[config.mk]
export PLATFORM = sky130hd
export DESIGN_NAME = conv33_stream_ctrl_flat
export DESIGN_NICKNAME = d
export VERILOG_FILES = /design/src/rtl/conv33_stream_if.sv /design/src/rtl/conv33_stream_ctrl.sv /design/src/flat_wrapper.sv
export SDC_FILE = /design/constraint.sdc
export NUM_CORES = 1
export LEC_CHECK = 0
export ABC_AREA = 1
export CAP_MARGIN = 10
export CORE_ASPECT_RATIO = 1.4
export CORE_UTILIZATION = 54
export DETAILED_ROUTE_END_ITERATION = 12
export GPL_ROUTABILITY_DRIVEN = 0
export GPL_TIMING_DRIVEN = 0
export HOLD_SLACK_MARGIN = 0.06
export PLACE_DENSITY = 0.77
export SLEW_MARGIN = 10
export SYNTH_ARGS = -nofsm -noshare
export SYNTH_HDL_FRONTEND = slang
export SYNTH_SLANG_ARGS = --single-unit
[constraint.sdc]
create_clock -name clk -period 2.3 [get_ports clk]
set_input_delay 0.575 -clock clk [delete_from_list [all_inputs] [get_ports clk]]
set_output_delay 0.575 -clock clk [all_outputs]
set_load 0.03 [all_outputs]
[src/rtl/conv33_stream_if.sv]
// Handshake and status bundle between the stream sequencer and its frame source/sink.
`timescale 1ns/1ps
interface conv33_stream_if;
  logic        start;
  logic        in_avail;
  logic        in_inst_input_read_valid;
  logic        buf_en;
  logic        buf_flush;
  logic        out_inst_output_write_en;
  logic [15:0] out_x;
  logic [15:0] out_y;
  logic        busy;
  logic        done;

  modport master (
    output start, in_avail,
    input  in_inst_input_read_valid, buf_en, buf_flush,
    input  out_inst_output_write_en, out_x, out_y, busy, done
  );

  modport slave (
    input  start, in_avail,
    output in_inst_input_read_valid, buf_en, buf_flush,
    output out_inst_output_write_en, out_x, out_y, busy, done
  );
endinterface

[src/rtl/conv33_stream_ctrl.sv]
// Frame sequencer for the 3x3 convolution datapath: pulls one raster, gates
// line-buffer advance on valid pixels and flags cycles holding a full window.
`timescale 1ns/1ps
module conv33_stream_ctrl #(
  parameter int IMG_W  = 64,
  parameter int IMG_H  = 64,
  parameter int IN_LAT = 1
) (
  input  logic           clk,
  input  logic           reset,
  conv33_stream_if.slave bus
);
  localparam logic [31:0] W32      = 32'(IMG_W);
  localparam logic [31:0] H32      = 32'(IMG_H);
  localparam logic [31:0] TOTAL    = W32 * H32;
  localparam logic [15:0] COL_MAX  = 16'(IMG_W - 1);
  localparam logic [15:0] ROW_MAX  = 16'(IMG_H - 1);
  localparam logic [2:0]  LAT_LAST = 3'(IN_LAT - 1);

  typedef enum logic [1:0] {
    IDLE  = 2'd0,
    RUN   = 2'd1,
    DRAIN = 2'd2,
    DONE  = 2'd3
  } state_t;

  state_t            state_r;
  logic [31:0]       issued_r;
  logic [2:0]        drain_cnt_r;
  logic              busy_r;
  logic              done_r;
  logic              flush_r;
  logic [IN_LAT-1:0] pipe_r;
  logic [15:0]       col_r;
  logic [15:0]       row_r;
  logic              write_en_r;
  logic [15:0]       out_x_r;
  logic [15:0]       out_y_r;

  logic              accept_s;
  logic [IN_LAT:0]   chain_s;
  logic              buf_en_s;
  logic              buf_en_next_s;
  logic [15:0]       col_next_s;
  logic [15:0]       row_next_s;
  logic              window_next_s;

  // Accept a pixel while the frame still has pixels left to pull.
  always_comb begin
    accept_s = 1'b0;
    if ((state_r == RUN) && bus.in_avail && (issued_r < TOTAL)) begin
      accept_s = 1'b1;
    end else begin
      accept_s = 1'b0;
    end
  end

  // The top of the chain is the registered buffer enable; the bit below it is next cycle's value.
  assign chain_s       = {pipe_r, accept_s};
  assign buf_en_s      = chain_s[IN_LAT];
  assign buf_en_next_s = chain_s[IN_LAT-1];

  // Raster position of the pixel at the buffer input, advanced only by valid pixels.
  always_comb begin
    col_next_s    = col_r;
    row_next_s    = row_r;
    window_next_s = 1'b0;
    if (buf_en_s) begin
      if (col_r == COL_MAX) begin
        col_next_s = 16'd0;
        if (row_r == ROW_MAX) begin
          row_next_s = 16'd0;
        end else begin
          row_next_s = row_r + 16'd1;
        end
      end else begin
        col_next_s = col_r + 16'd1;
        row_next_s = row_r;
      end
    end else begin
      col_next_s = col_r;
      row_next_s = row_r;
    end
    window_next_s = buf_en_next_s && (col_next_s >= 16'd2) && (row_next_s >= 16'd2);
  end

  // Frame control FSM with its registered status outputs.
  always_ff @(posedge clk) begin
    if (reset) begin
      state_r     <= IDLE;
      issued_r    <= 32'd0;
      drain_cnt_r <= 3'd0;
      busy_r      <= 1'b0;
      done_r      <= 1'b0;
      flush_r     <= 1'b0;
    end else begin
      done_r  <= 1'b0;
      flush_r <= 1'b0;
      case (state_r)
        IDLE: begin
          if (bus.start) begin
            state_r  <= RUN;
            issued_r <= 32'd0;
            busy_r   <= 1'b1;
            flush_r  <= 1'b1;
          end else begin
            busy_r   <= 1'b0;
          end
        end
        RUN: begin
          busy_r <= 1'b1;
          if (accept_s) begin
            issued_r <= issued_r + 32'd1;
            if (issued_r == (TOTAL - 32'd1)) begin
              state_r     <= DRAIN;
              drain_cnt_r <= LAT_LAST;
            end else begin
              state_r     <= RUN;
            end
          end else begin
            issued_r <= issued_r;
          end
        end
        DRAIN: begin
          busy_r <= 1'b1;
          if (drain_cnt_r == 3'd0) begin
            state_r <= DONE;
            done_r  <= 1'b1;
          end else begin
            drain_cnt_r <= drain_cnt_r - 3'd1;
          end
        end
        DONE: begin
          state_r <= IDLE;
          busy_r  <= 1'b0;
        end
        default: begin
          state_r <= IDLE;
          busy_r  <= 1'b0;
        end
      endcase
    end
  end

  // Valid pipe, position counters and window flag/coordinates, all aligned to the buffer input.
  always_ff @(posedge clk) begin
    if (reset) begin
      pipe_r     <= '0;
      col_r      <= 16'd0;
      row_r      <= 16'd0;
      write_en_r <= 1'b0;
      out_x_r    <= 16'd0;
      out_y_r    <= 16'd0;
    end else begin
      pipe_r     <= chain_s[IN_LAT-1:0];
      col_r      <= col_next_s;
      row_r      <= row_next_s;
      write_en_r <= window_next_s;
      if (window_next_s) begin
        out_x_r <= col_next_s - 16'd2;
        out_y_r <= row_next_s - 16'd2;
      end else begin
        out_x_r <= out_x_r;
        out_y_r <= out_y_r;
      end
    end
  end

  assign bus.in_inst_input_read_valid = accept_s;
  assign bus.buf_en                   = buf_en_s;
  assign bus.buf_flush                = flush_r;
  assign bus.out_inst_output_write_en = write_en_r;
  assign bus.out_x                    = out_x_r;
  assign bus.out_y                    = out_y_r;
  assign bus.busy                     = busy_r;
  assign bus.done                     = done_r;
endmodule
[src/flat_wrapper.sv]
// flat-port wrapper written by rule: the top's interface ports become plain ports
module conv33_stream_ctrl_flat 
#(
  parameter int IMG_W  = 64,
  parameter int IMG_H  = 64,
  parameter int IN_LAT = 1
)
  (clk, reset, bus_start, bus_in_avail, bus_in_inst_input_read_valid, bus_buf_en, bus_buf_flush, bus_out_inst_output_write_en, bus_out_x, bus_out_y, bus_busy, bus_done);
  conv33_stream_if bus_i ();
  input  logic clk;
  input  logic reset;
  input wire logic [$bits(bus_i.start)-1:0] bus_start;
  input wire logic [$bits(bus_i.in_avail)-1:0] bus_in_avail;
  output wire logic [$bits(bus_i.in_inst_input_read_valid)-1:0] bus_in_inst_input_read_valid;
  output wire logic [$bits(bus_i.buf_en)-1:0] bus_buf_en;
  output wire logic [$bits(bus_i.buf_flush)-1:0] bus_buf_flush;
  output wire logic [$bits(bus_i.out_inst_output_write_en)-1:0] bus_out_inst_output_write_en;
  output wire logic [$bits(bus_i.out_x)-1:0] bus_out_x;
  output wire logic [$bits(bus_i.out_y)-1:0] bus_out_y;
  output wire logic [$bits(bus_i.busy)-1:0] bus_busy;
  output wire logic [$bits(bus_i.done)-1:0] bus_done;
  assign bus_i.start = bus_start;
  assign bus_i.in_avail = bus_in_avail;
  assign bus_in_inst_input_read_valid = bus_i.in_inst_input_read_valid;
  assign bus_buf_en = bus_i.buf_en;
  assign bus_buf_flush = bus_i.buf_flush;
  assign bus_out_inst_output_write_en = bus_i.out_inst_output_write_en;
  assign bus_out_x = bus_i.out_x;
  assign bus_out_y = bus_i.out_y;
  assign bus_busy = bus_i.busy;
  assign bus_done = bus_i.done;
  conv33_stream_ctrl #(.IMG_W(IMG_W), .IMG_H(IMG_H), .IN_LAT(IN_LAT)) u_core (.clk(clk), .reset(reset), .bus(bus_i));
endmodule
==> impl_metrics.toml <==
[outcome]
outcome = "complete, but fails checks"
violations = "negative setup slack"

[worst_setup_path]
required_time_worst_endpoint_ps = 2550
rrSetupSlack_ps = -50
arrival_ps = 2590
critPathSlowestCell = "dfxtp_4"
endpoint_kind = "flip-flop"
setup_crit_start_kind = "flip-flop"
r2r-end = "u_core.bus.out_x[12]$_SDFFE_PP0P_"
worst_r2r_path_depth = 17
setup.worst_path.start = "u_core.col_r[1]$_SDFF_PP0_"
slowest_cell_delay_on_critical_path_ps = 360
timing.rr.start = "u_core.col_r[1]$_SDFF_PP0_"
worstSetupPathType = "flip-flop to flip-flop"
endpoint = "u_core.bus.out_x[12]$_SDFFE_PP0P_"
critical_path_peak_fanout = 8
critical_path_cell_by_cell = "ha_4, nand2_4, nor3_4, buf_6, buf_6, nand3_4, nand2_2, nand3_4, nand2_4, nor2_4, nand2_4, nor2_4, nor2_4, buf_6, nand2_1, nand2_1, nor2_1"

[timing]
maxClockFrequency_mhz = 426
fin_ws_ps = -45.0
grt_setup_unrepaired = "true"
timing.final.crit_period_ps = 2350
timing.hold.ws_ps = 442
skew_ps = 14.1
worst_slew_pin_slew_ps = 601
final-max-slew-violation-count = 0
number_of_endpoints_failing_setup_at_the_final_stage = 17
slew_headroom = 0.600
finalHoldViolations = 0
finalSetupTns_ps = -365
final_min_period_over_clock_period = 1.02

[grt]
grt_pass1_wl_um = 24700
pin_count_of_the_biggest_net_entering_global_routing = 20
globalRoute.totalOverflow = 0
global_route_usage_sum = 0.271
initial_antenna_violation_count = 0
grt_pass1_vias = 5476

[run]
maxCapViolCount = 0

[die]
die_h_um = 126
num_io_pins = 42
fp.dieArea_um2 = 11300
initial_utilization = 0.561
fp-row-count = 44
die-width_um = 90.3
coreArea_um2 = 10500

[logic_synthesis]
synthesis.instances = 934
share_of_flip_flops_with_an_asynchronous_set_or_reset_after_synthesis = 0
synth.net_count = 948
synth.top_cell.area_share = 0.360
ys.warnings.count = 0
synth_edf_count = 0
netlist.top_cell.by_area = "dfxtp_1"
synth-seq-cells = 106
synth.cells.most_frequent = "nand2_1, nor2_1, inv_1"
synth.yosys.seq_area_share = 0.360
synthTopCellsByArea = "dfxtp_1, nand2_1, nor2_1"
synth.avg_cell_area_um2 = 6.31
synth_cell_type_count = 35
synth_most_common_cell = "nand2_1"
postSynth.topFlopCell = "dfxtp_1"
mappedNetlistArea_um2 = 5900

[clocking]
path_clk_slew_ps = 70
clockRootBuffer = "clkbuf_16"
clock_tree_from_tritoncts = "built"
clock-sinks = 106
clock_insertion_delay_worst_skew_ps = 350
numCtsBuffers = 9
htree_num_levels = 3
cts_buffer_depth = 2

[cells_and_area]
layout.nets = 1036
synthToLayoutAreaGrowth_pct = 29.6
multi_input_area_um2 = 3700
area.sequential_um2 = 2160
antenna_diode_count = 0
layout.filler_cells = 809
post_route_cells_drive_above_1_share = 0.208

[routing]
antenna_violating_nets_post_route = 0
detail_routed_via_count_per_cell = 5.16
route.vias.total = 6015
drt_first_pass_iters = 5
met1_length_um = 6440
highest-signal-layer = "met4"
met2WireLength_um = 8320
remaining_drc_errors = 0
initialDrtViolationCount = 376
wl_per_cell_um = 13.7
wl_met3_um = 533
totalWireLength_um = 16000

[placed_design]
place.port_buffers = 40
dp.final_hpwl_um = 10800

[power]
power_mw = 4.15
p_comb_frac = 0.168
switching_share = 0.306
peakVddDrop_mv = 0.536
power_per_cell_area_nw_per_um2 = 543
cell_internal_pwr_mw = 2.88
power.switching_mw = 1.27
clk_network_pwr_share = 0.365
power.leakage_nw = 3.57
power.share.sequential = 0.466

[hold_path]
hold_start = "u_core.issued_r[23]$_SDFFE_PP0P_"
min-delay-path-class = "flip-flop to flip-flop"
-- power by group through the flow --
stage                     registers (mW)  logic (mW)  clock network [mW]
after floorplan                     2.00       0.451                   0
after global placement              1.98       0.650                   0
after detailed placement            1.98       0.656                   0
after CTS                           1.93       0.672                1.52
after global routing                1.95       0.787                1.58
final                               1.94       0.700                1.52
-- worst max-delay path, delay by kind of cell (launching register included) --
family | cells | cell delay (ps)
AND/OR/NAND/NOR | 13 | 1240
adder cells (fa/ha/maj) | 1 | 160
flip-flops | 1 | 360
buffers and inverters | 3 | 490
-- worst min-delay path by stage --
stage / to / slack [ps] / cells after the start
floorplan: u_core.issued_r[19]$_SDFFE_PP0P_ / 420 / 2
global placement: u_core.issued_r[29]$_SDFFE_PP0P_ / 430 / 2
detailed placement: u_core.issued_r[23]$_SDFFE_PP0P_ / 430 / 2
CTS: u_core.issued_r[23]$_SDFFE_PP0P_ / 440 / 2
global route: u_core.issued_r[30]$_SDFFE_PP0P_ / 460 / 2
finish: u_core.issued_r[23]$_SDFFE_PP0P_ / 440 / 2
-- stage by stage --
stage	instance area [um^2]	setup WS, ps	cells	utilization
6_report	7640	-45.0	1165	0.727
5_1_grt	7640	-199	1165	0.727
4_1_cts	7210	-37.2	1153	0.686
3_5_place_dp	6490	-444	1112	0.617
3_3_place_gp	6490	-423	1112	0.617
2_1_floorplan	5920	3.38	934	-
-- final cells by class --
| class | instances | share of cell area |
|---|---|---|
| Multi-Input combinational cell | 683 | 0.484 |
| Sequential cell | 106 | 0.282 |
| Timing Repair Buffer | 77 | 0.0918 |
| Inverter | 120 | 0.0593 |
| Clock buffer | 9 | 0.0295 |
| Tap cell | 138 | 0.0226 |
| Buffer | 25 | 0.0221 |
| Clock inverter | 7 | 0.00835 |
-- kinds of logic (layout without fill, tap and decap cells) --
| logic type | Yosys count | in the layout | synth area share |
|---|---|---|---|
| and+or+nand+nor | 607 | 608 | 0.442 |
| buffers and inverters | 146 | 238 | 0.104 |
| DFF | 106 | 106 | 0.360 |
| AOI/OAI and AO/OA | 45 | 45 | 0.0431 |
| xor gates and xnor gates | 20 | 20 | 0.0297 |
| adders and majority gates | 10 | 10 | 0.0212 |
-- flip-flops by register name (all words and copies together) (netlist names), named ones only --
signal,flops
u_core.issued_r,32
u_core.bus.out_x,16
u_core.bus.out_y,16
u_core.col_r,16
u_core.row_r,16
u_core.drain_cnt_r,3
u_core.bus.buf_en,1
u_core.bus.buf_flush,1
u_core.bus.busy,1
u_core.bus.done,1
u_core.bus.out_inst_output_write_en,1
u_core.state_r,1
-- cells in the final DEF, fill, tap and decap left out, types with 19 or more instances in the layout --
cell and n:
dfxtp_1 89, nand2_2 28, nor3_1 19, nand2_1 215, buf_4 30, nor2_2 22, nor2_4 23, clkdlybuf4s50_1 39
o21ai_0 19, inv_1 111, nand3_1 64, nor2_1 175
-- routing by layer --
| metal | vias up | global-route usage |
|---|---|---|
| met5 | - | 0 |
| met4 | 0 | 0.154 |
| met3 | 50 | 0.0368 |
| met2 | 154 | 0.494 |
| met1 | 2733 | 0.300 |
| li1 | 3078 | - |
-- timing repair --
| item | in CTS | in global routing |
|---|---|---|
| pin swaps | 20 | 36 |
| hold buffers | 0 | 0 |
| buffers inserted | 22 | 12 |
| cloned | 3 | 1 |
| gates resized for setup | 70 | 95 |
| setup endpoints to repair | 47 | 63 |
No activity file was read; power rests on OpenSTA's default activity.
